## src/rtl/instr_controller_if.sv

```systemverilog
// Instruction-controller bus: instruction/handshake from the host, control strobes to the datapath.
// CTRL_ILLEGAL_TRAP_EN adds the illegal flag to both modports.
interface instr_controller_if;
  logic [15:0] in;
  logic        load;
  logic        s;
  logic        w;
  logic        asel;
  logic        bsel;
  logic [1:0]  vsel;
  logic [1:0]  shift;
  logic [1:0]  ALUop;
  logic        loada;
  logic        loadb;
  logic        loadc;
  logic        loads;
  logic        write;
  logic [2:0]  readnum;
  logic [2:0]  writenum;
  logic [7:0]  sximm8;
  logic [15:0] sximm5;
`ifdef CTRL_ILLEGAL_TRAP_EN
  logic        illegal;

  modport master (
    output in, load, s,
    input  w, asel, bsel, vsel, shift, ALUop, loada, loadb, loadc, loads, write,
    input  readnum, writenum, sximm8, sximm5, illegal
  );
  modport slave (
    input  in, load, s,
    output w, asel, bsel, vsel, shift, ALUop, loada, loadb, loadc, loads, write,
    output readnum, writenum, sximm8, sximm5, illegal
  );
`else
  modport master (
    output in, load, s,
    input  w, asel, bsel, vsel, shift, ALUop, loada, loadb, loadc, loads, write,
    input  readnum, writenum, sximm8, sximm5
  );
  modport slave (
    input  in, load, s,
    output w, asel, bsel, vsel, shift, ALUop, loada, loadb, loadc, loads, write,
    output readnum, writenum, sximm8, sximm5
  );
`endif
endinterface

```

## src/rtl/instr_controller.sv

```systemverilog
// Instruction register, decoder and Moore sequencer driving the datapath control inputs.
// Optional feature macro: CTRL_ILLEGAL_TRAP_EN (illegal decode traps in HALT with illegal=1).
module instr_controller #(
  parameter logic [15:0] IR_RESET = 16'h0000
) (
  input  logic              clk,
  input  logic              rst_n,
  instr_controller_if.slave bus
);

  localparam int unsigned IR_W  = 16;
  localparam int unsigned SX5_W = 5;

  typedef enum logic [2:0] {
    S_WAIT,
    S_DECODE,
    S_GET_A,
    S_GET_B,
    S_ALU,
    S_WRITE_REG,
    S_WRITE_IMM
`ifdef CTRL_ILLEGAL_TRAP_EN
    , S_HALT
`endif
  } state_t;

  typedef enum logic [2:0] {
    I_MOV_IMM,
    I_MOV_REG,
    I_ADD,
    I_CMP,
    I_AND,
    I_MVN,
    I_ILLEGAL
  } instr_t;

  typedef struct packed {
    logic       w;
    logic       asel;
    logic       bsel;
    logic [1:0] vsel;
    logic [1:0] shift;
    logic [1:0] alu_op;
    logic       loada;
    logic       loadb;
    logic       loadc;
    logic       loads;
    logic       write;
    logic [2:0] readnum;
    logic [2:0] writenum;
`ifdef CTRL_ILLEGAL_TRAP_EN
    logic       illegal;
`endif
  } ctrl_t;

  localparam ctrl_t CTRL_RESET = '{w: 1'b1, default: '0};

  state_t          state_q, state_next;
  logic [IR_W-1:0] ir_q, ir_next;
  ctrl_t           ctrl_q, ctrl_next;
  instr_t          instr;

  logic [1:0] op;
  logic [2:0] rn, rd, rm;
  logic [1:0] sh;

  function automatic instr_t decode(input logic [IR_W-1:0] ir);
    case (ir[15:11])
      5'b11010: return I_MOV_IMM;
      5'b11000: return I_MOV_REG;
      5'b10100: return I_ADD;
      5'b10101: return I_CMP;
      5'b10110: return I_AND;
      5'b10111: return I_MVN;
      default:  return I_ILLEGAL;
    endcase
  endfunction

  assign instr = decode(ir_q);
  assign op    = ir_q[12:11];
  assign rn    = ir_q[10:8];
  assign rd    = ir_q[7:5];
  assign sh    = ir_q[4:3];
  assign rm    = ir_q[2:0];

  // State, IR and registered control outputs; outputs follow the state they belong to.
  always_ff @(posedge clk or negedge rst_n) begin
    if (!rst_n) begin
      state_q <= S_WAIT;
      ir_q    <= IR_RESET;
      ctrl_q  <= CTRL_RESET;
    end else begin
      state_q <= state_next;
      ir_q    <= ir_next;
      ctrl_q  <= ctrl_next;
    end
  end

  // Next state; IR only accepts a new word while idle so a running instruction is never disturbed.
  always_comb begin
    state_next = state_q;
    ir_next    = ir_q;
    case (state_q)
      S_WAIT: begin
        if (bus.load) ir_next = bus.in;
        if (bus.s)    state_next = S_DECODE;
      end
      S_DECODE: begin
        case (instr)
          I_MOV_IMM:             state_next = S_WRITE_IMM;
          I_MOV_REG, I_MVN:      state_next = S_GET_B;
          I_ADD, I_CMP, I_AND:   state_next = S_GET_A;
`ifdef CTRL_ILLEGAL_TRAP_EN
          default:               state_next = S_HALT;
`else
          default:               state_next = S_WAIT;
`endif
        endcase
      end
      S_GET_A:     state_next = S_GET_B;
      S_GET_B:     state_next = S_ALU;
      S_ALU:       state_next = (instr == I_CMP) ? S_WAIT : S_WRITE_REG;
      S_WRITE_REG: state_next = S_WAIT;
      S_WRITE_IMM: state_next = S_WAIT;
`ifdef CTRL_ILLEGAL_TRAP_EN
      S_HALT:      state_next = S_HALT;
`endif
      default:     state_next = S_WAIT;
    endcase
  end

  // Moore outputs of the upcoming state; IR fields are stable whenever they are consumed.
  always_comb begin
    ctrl_next = '0;
    case (state_next)
      S_WAIT: ctrl_next.w = 1'b1;
      S_GET_A: begin
        ctrl_next.readnum = rn;
        ctrl_next.loada   = 1'b1;
      end
      S_GET_B: begin
        ctrl_next.readnum = rm;
        ctrl_next.loadb   = 1'b1;
      end
      S_ALU: begin
        ctrl_next.shift  = sh;
        ctrl_next.alu_op = (instr == I_MOV_REG) ? 2'b00 : op;
        ctrl_next.asel   = (instr == I_MOV_REG) || (instr == I_MVN);
        ctrl_next.loadc  = 1'b1;
        ctrl_next.loads  = (instr == I_CMP);
      end
      S_WRITE_REG: begin
        ctrl_next.vsel     = 2'b11;
        ctrl_next.write    = 1'b1;
        ctrl_next.writenum = rd;
      end
      S_WRITE_IMM: begin
        ctrl_next.vsel     = 2'b01;
        ctrl_next.write    = 1'b1;
        ctrl_next.writenum = rn;
      end
`ifdef CTRL_ILLEGAL_TRAP_EN
      S_HALT: ctrl_next.illegal = 1'b1;
`endif
      default: ctrl_next = '0;
    endcase
  end

  assign bus.w        = ctrl_q.w;
  assign bus.asel     = ctrl_q.asel;
  assign bus.bsel     = ctrl_q.bsel;
  assign bus.vsel     = ctrl_q.vsel;
  assign bus.shift    = ctrl_q.shift;
  assign bus.ALUop    = ctrl_q.alu_op;
  assign bus.loada    = ctrl_q.loada;
  assign bus.loadb    = ctrl_q.loadb;
  assign bus.loadc    = ctrl_q.loadc;
  assign bus.loads    = ctrl_q.loads;
  assign bus.write    = ctrl_q.write;
  assign bus.readnum  = ctrl_q.readnum;
  assign bus.writenum = ctrl_q.writenum;
`ifdef CTRL_ILLEGAL_TRAP_EN
  assign bus.illegal  = ctrl_q.illegal;
`endif

  assign bus.sximm8 = ir_q[7:0];
  assign bus.sximm5 = {{(IR_W-SX5_W){ir_q[SX5_W-1]}}, ir_q[SX5_W-1:0]};

endmodule
```

## src/flat_wrapper.sv

```systemverilog
// flat-port wrapper written by rule: the top's interface ports become plain ports
module instr_controller_flat 
#(
  parameter logic [15:0] IR_RESET = 16'h0000
)
  (clk, rst_n, bus_in, bus_load, bus_s, bus_w, bus_asel, bus_bsel, bus_vsel, bus_shift, bus_ALUop, bus_loada, bus_loadb, bus_loadc, bus_loads, bus_write, bus_readnum, bus_writenum, bus_sximm8, bus_sximm5);
  instr_controller_if bus_i ();
  input  logic clk;
  input  logic rst_n;
  input wire logic [$bits(bus_i.in)-1:0] bus_in;
  input wire logic [$bits(bus_i.load)-1:0] bus_load;
  input wire logic [$bits(bus_i.s)-1:0] bus_s;
  output wire logic [$bits(bus_i.w)-1:0] bus_w;
  output wire logic [$bits(bus_i.asel)-1:0] bus_asel;
  output wire logic [$bits(bus_i.bsel)-1:0] bus_bsel;
  output wire logic [$bits(bus_i.vsel)-1:0] bus_vsel;
  output wire logic [$bits(bus_i.shift)-1:0] bus_shift;
  output wire logic [$bits(bus_i.ALUop)-1:0] bus_ALUop;
  output wire logic [$bits(bus_i.loada)-1:0] bus_loada;
  output wire logic [$bits(bus_i.loadb)-1:0] bus_loadb;
  output wire logic [$bits(bus_i.loadc)-1:0] bus_loadc;
  output wire logic [$bits(bus_i.loads)-1:0] bus_loads;
  output wire logic [$bits(bus_i.write)-1:0] bus_write;
  output wire logic [$bits(bus_i.readnum)-1:0] bus_readnum;
  output wire logic [$bits(bus_i.writenum)-1:0] bus_writenum;
  output wire logic [$bits(bus_i.sximm8)-1:0] bus_sximm8;
  output wire logic [$bits(bus_i.sximm5)-1:0] bus_sximm5;
  assign bus_i.in = bus_in;
  assign bus_i.load = bus_load;
  assign bus_i.s = bus_s;
  assign bus_w = bus_i.w;
  assign bus_asel = bus_i.asel;
  assign bus_bsel = bus_i.bsel;
  assign bus_vsel = bus_i.vsel;
  assign bus_shift = bus_i.shift;
  assign bus_ALUop = bus_i.ALUop;
  assign bus_loada = bus_i.loada;
  assign bus_loadb = bus_i.loadb;
  assign bus_loadc = bus_i.loadc;
  assign bus_loads = bus_i.loads;
  assign bus_write = bus_i.write;
  assign bus_readnum = bus_i.readnum;
  assign bus_writenum = bus_i.writenum;
  assign bus_sximm8 = bus_i.sximm8;
  assign bus_sximm5 = bus_i.sximm5;
  instr_controller #(.IR_RESET(IR_RESET)) u_core (.clk(clk), .rst_n(rst_n), .bus(bus_i));
endmodule
```

## config.mk

```make
export PLATFORM = sky130hd
export DESIGN_NAME = instr_controller_flat
export DESIGN_NICKNAME = d
export VERILOG_FILES = /design/src/rtl/instr_controller_if.sv /design/src/rtl/instr_controller.sv /design/src/flat_wrapper.sv
export SDC_FILE = /design/constraint.sdc
export NUM_CORES = 1
export LEC_CHECK = 0
export BUFFER_PORTS_ARGS = -buffer_cell sky130_fd_sc_hd__buf_2
export CORE_ASPECT_RATIO = 2
export CORE_MARGIN = 2
export CORE_UTILIZATION = 40
export CTS_BUF_LIST = sky130_fd_sc_hd__clkbuf_4 sky130_fd_sc_hd__clkbuf_8
export DETAILED_ROUTE_END_ITERATION = 6
export GPL_TIMING_DRIVEN = 0
export MAX_ROUTING_LAYER = met4
export PLACE_DENSITY = 0.72
export REMOVE_ABC_BUFFERS = 1
export SLEW_MARGIN = 20
export SYNTH_ARGS = -nofsm -noshare
export SYNTH_HDL_FRONTEND = slang
export SYNTH_SLANG_ARGS = --single-unit
```

## constraint.sdc

```tcl
create_clock -name clk -period 1.4 [get_ports clk]
set_input_delay 0.07 -clock clk [delete_from_list [all_inputs] [get_ports clk]]
set_output_delay 0.07 -clock clk [all_outputs]
set_load 0.005 [all_outputs]
```

After elaboration in Yosys (flattened, before gate mapping)
Cells that the tools add are included.

Output and inout bits: 44. Bits in registers: 38. Logic and storage cells: 58. Input port bits: 20.

Muxes and demuxes: 16. Eq/ne operators: 20. Reductions and logical operators: 8.

Operator list (number): == test 5 bit (second input constant) (6); == test 3 x 2 -> 1 bit (second input constant) (6); == test 3 bit (second input constant) (6); case mux 3 bit (6 select lines) (1); case mux 3 bit (5 select lines) (1); case mux 3 bit (2 select lines) (2); logical NOT 3 bit (3); case mux 3 bit (3 select lines) (1); == test 3 x 1 -> 1 bit (second input constant) (2); 2-to-1 mux 3 bit (2); 2-to-1 mux 1 bit (5); 2-to-1 mux 2 bit (2); 2-to-1 mux 4 bit (1); case mux 2 bit (2 select lines) (1); OR reduction 2 bit (2); OR reduction 3 bit (1); AND reduction 2 bit (1); logical OR 1 bit (1).

Longest topological paths before layout
Depth in word-level cells: 9. Mapped depth: 7. Depth with buffers taken out: 6.

Worst setup path after synthesis
OpenSTA, ideal clock, no wires.

Path type: register to register. From: reg u_core.state_q[1]. To: reg u_core.ir_q[10]. Setup time: 125 ps. Data arrival time: 1297 ps. Cell stages (with the launch flop): 6. Setup slack: -22 ps. Required time: 1275 ps. Path buffers: 2. Path through: dfrtp_1 > nor2_2 > and3_1 > buf_6 > buf_12 > mux2_4.

Word-level cells in the longest chain between the ends: 2.

RTL lines: start: declaration (RTL line instr_controller.sv:58) `state_t state_q, state_next;`; start signal: assignment (RTL line instr_controller.sv:93) `state_q <= state_next;`; logical NOT 3 bit (RTL line instr_controller.sv:103) `case (state_q)`; AND reduction 2 bit (no line); end signal: assignment (RTL line instr_controller.sv:94) `ir_q <= ir_next;`; end: declaration (RTL line instr_controller.sv:59) `logic [IR_W-1:0] ir_q, ir_next;`.

Every way passes these cells. A chain may end at the register's enable or synchronous reset.

==> impl_metrics.py <==
metrics = {
    "status": {
        "status": "finished, violations left",
        "violations": "setup timing",
    },
    "worst_setup_path": {
        "crit_end": "u_core.bus.writenum[2]",
        "max_stage_delay_ns": 0.44,
        "crit_start": "u_core.ir_q[14]",
        "reg2reg_slack_ns": -0.09,
        "cp.required_ns": 1.58,
        "r2r_cells": 4,
        "cp.arrival_ns": 1.68,
        "critPathLaunchType": "flop",
        "cp_max_fo": 6,
        "cp-end-kind": "flop",
        "critPathKind": "flop to flop",
        "crit_cells": 4,
        "cp_slowest_cell": "dfrtp_2",
        "r2r-start": "u_core.ir_q[14]",
        "crit_buf_inv": 1,
        "path_delay_family": "compound AO/OA/AOI/OAI gates",
        "path_cells": "nand3b_1 > o311ai_4 > inv_2 > a22o_1",
        "r2r_end": "u_core.bus.writenum[2]",
    },
    "die": {
        "core-area_sq_um": 4297,
        "rows": 34,
        "initial_core_util_pct": 40.71,
        "die_y_microns": 97.52,
        "ios": 64,
        "die_width_microns": 50.76,
        "die_area_sq_um": 4950,
    },
    "timing": {
        "fin_ws_ns": -0.09368,
        "clock_skew_ns": 0.008565,
        "tightest_slew_ns": 0.8057,
        "max_clock_freq_mhz": 669.5,
        "min_period_ns": 1.494,
        "finalCritPeriodShare_pct": 106.7,
        "rsz0062_at_grt": "yes",
        "hold_viol": 0,
        "fin_setup_tns_ns": -0.5201,
        "whs_ns": 0.004365,
        "setup_violations": 10,
        "max_slew_margin_pct": 46.28,
        "final_max_slew_viol_count": 0,
    },
    "synthesis": {
        "synth_edf_count": 0,
        "synthesis.area_sq_um": 1749,
        "synthCells": 134,
        "ys_seq_area_share_pct": 53.00,
        "ys_seq_elements": 37,
        "yosysWarnings": 0,
        "synth_ff_type": "dfrtp_1",
        "ys_async_sr_fraction_pct": 100.0,
        "syn_area_per_cell_sq_um": 13.05,
        "synth_cell_type_count": 42,
    },
    "drt": {
        "final_antenna_net_count": 0,
        "wl_met3_microns": 126,
        "vias_per_cell": 4.719,
        "drt-wirelength-per-cell_microns": 13.85,
        "met2_length_microns": 2011,
        "routed_wl_microns": 3504,
        "vias": 1194,
        "drtPass1Iterations": 2,
        "drtIter0Drc": 6,
        "route.detailed.drc": 0,
        "top_layer": "met4",
        "met1_length_microns": 1277,
    },
    "cells_and_area": {
        "fin_nets": 218,
        "num_antenna_cells": 0,
        "drive_gt1_share_pct": 68.34,
        "final_cells": 253,
        "syn_to_final_growth_pct": 32.40,
        "final_area_sq_um": 2316,
    },
    "power_and_ir_drop": {
        "p_sw_share_pct": 31.98,
        "p_int_mw": 3.673,
        "p_comb_share_pct": 44.3,
        "ir_drop_mv": 1.352,
        "clkPwrFrac_pct": 20.6,
        "netSwitchingPower_mw": 1.726,
        "totalPowerFinal_mw": 5.399,
        "powerDensity_nw_per_um2": 2331,
        "leakage_nw": 1.207,
        "power_frac_seq_pct": 35.1,
    },
    "placement": {
        "dpl_cell_area_sq_um": 1889,
        "gp_congestion": 0.8150,
        "dp.cells": 221,
        "io_buffers": 62,
        "dp_hpwl_microns": 2207,
    },
    "clock_tree": {
        "clock_tree.root_cell": "clkbuf_8",
        "insertion_delay_ns": 0.29,
        "cts_buffers": 5,
        "cts_tree": "done",
        "htreeDepth": 2,
        "clockBufferDepth": 2,
        "clk_pin_slew_ns": 0.07,
        "cts_sinks": 37,
    },
    "global_routing": {
        "overflow": 0,
        "grt_max_degree": 38,
        "grt_pass1_vias": 1126,
        "track_usage_pct": 15.27,
        "grt_pass1_wl_microns": 5457,
        "antenna_found_initial": 0,
    },
    "run": {
        "drv_cap": 0,
    },
    "hold_path": {
        "hold_class": "input pin to flop",
    },
}
registers in the layout (all words and copies together), names as in the netlist:
| signal | count |
|---|---|
| u_core.bus.ALUop | 2 |
| u_core.state_q | 3 |
| u_core.bus.asel | 1 |
| u_core.bus.vsel | 2 |
| u_core.bus.loada | 1 |
| u_core.bus.readnum | 3 |
| u_core.bus.loadc | 1 |
| u_core.bus.shift | 2 |
| u_core.bus.w | 1 |
| u_core.bus.loads | 1 |
| u_core.ir_q | 16 |
| u_core.bus.loadb | 1 |
| u_core.bus.writenum | 3 |
power groups by stage:
stage | logic (mW) | clock network, mW | registers (mW)
2_1_floorplan | 0.916 | 0 | 1.90
3_3_place_gp | 1.58 | 0 | 1.90
3_5_place_dp | 1.61 | 0 | 1.91
4_1_cts | 2.10 | 1.13 | 1.89
5_1_grt | 2.57 | 1.18 | 1.96
6_report | 2.39 | 1.11 | 1.90
kinds of logic after synthesis:
group	after synthesis	synth area share, %
muxes	15	11.37
AOI/OAI and AO/OA	19	9.157
DFF	37	53.00
and+or+nand+nor	29	11.80
buffers and inverters	33	14.45
other	1	0.2144
worst min path at each step:
stage / from / to / slack, ns / depth (start not counted)
2_1_floorplan: rst_n / u_core.bus.ALUop[0] / -0.23 / 0
4_1_cts: bus_in[7] / u_core.ir_q[7] / 0.0004 / 2
6_report: bus_in[8] / u_core.ir_q[8] / 0.004 / 2
5_1_grt: bus_in[7] / u_core.ir_q[7] / 0.00008 / 2
3_5_place_dp: rst_n / u_core.bus.loadc / 0.20 / 1
3_3_place_gp: rst_n / u_core.bus.loadc / 0.19 / 1
layer usage:
metal,up-vias,GRT usage [%]
met5,-,-
met4,0,8.732
met3,6,2.769
met2,32,25.91
met1,589,16.04
li1,567,-
per-stage QoR:
step | utilization, % | setup WS (ns)
floorplan | - | -0.3060
global placement | 43.97 | -0.5479
detailed placement | 43.97 | -0.5731
CTS | 51.54 | -0.04335
global route | 53.90 | -0.1390
finish | 53.90 | -0.09368
placed cells by master, fill, tap and decap left out, drive strengths merged, types with 2 or more instances in the layout:
cell / instances
and2: 4
a21oi: 2
bufinv: 2
clkbuf: 6
a22o: 6
inv: 5
mux2: 15
buf: 83
and4b: 2
nand2: 4
o21ai: 4
nand3b: 2
dfrtp: 36
dlygate4sd3: 2
nor2: 6
nor2b: 2
final cells by class:
| class | instances | area (sq um) |
|---|---|---|
| multi-input cells | 64 | 630.6 |
| flip-flops and latches | 37 | 935.9 |
| inverters | 4 | 15.01 |
| repair buffers | 86 | 529.3 |
| well taps | 54 | 67.56 |
| fillers | 368 | 1981 |
| clock inverters | 3 | 68.82 |
| clock buffers | 5 | 68.82 |
cells in the mapped netlist, drive strengths merged, types with 2 or more instances:
master / n / area, sq um
a21oi: 2 / 13.76
a22o: 6 / 52.55
and2: 4 / 30.03
and4b: 2 / 23.77
buf: 29 / 237.7
dfrtp: 36 / 900.9
inv: 4 / 15.01
mux2: 15 / 199.0
nand2: 4 / 17.52
nand3b: 2 / 15.01
nor2: 6 / 25.03
nor2b: 2 / 15.02
o21ai: 4 / 23.77
timing repair:
action,in CTS,in global routing
cloned,0,1
setup buffers,15,6
resized for setup,13,9
hold endpoints to repair,37,0
pin swaps,9,5
endpoints found under the setup margin,24,19
hold buffers,2,0
No activity file was read; power rests on OpenSTA's default activity.
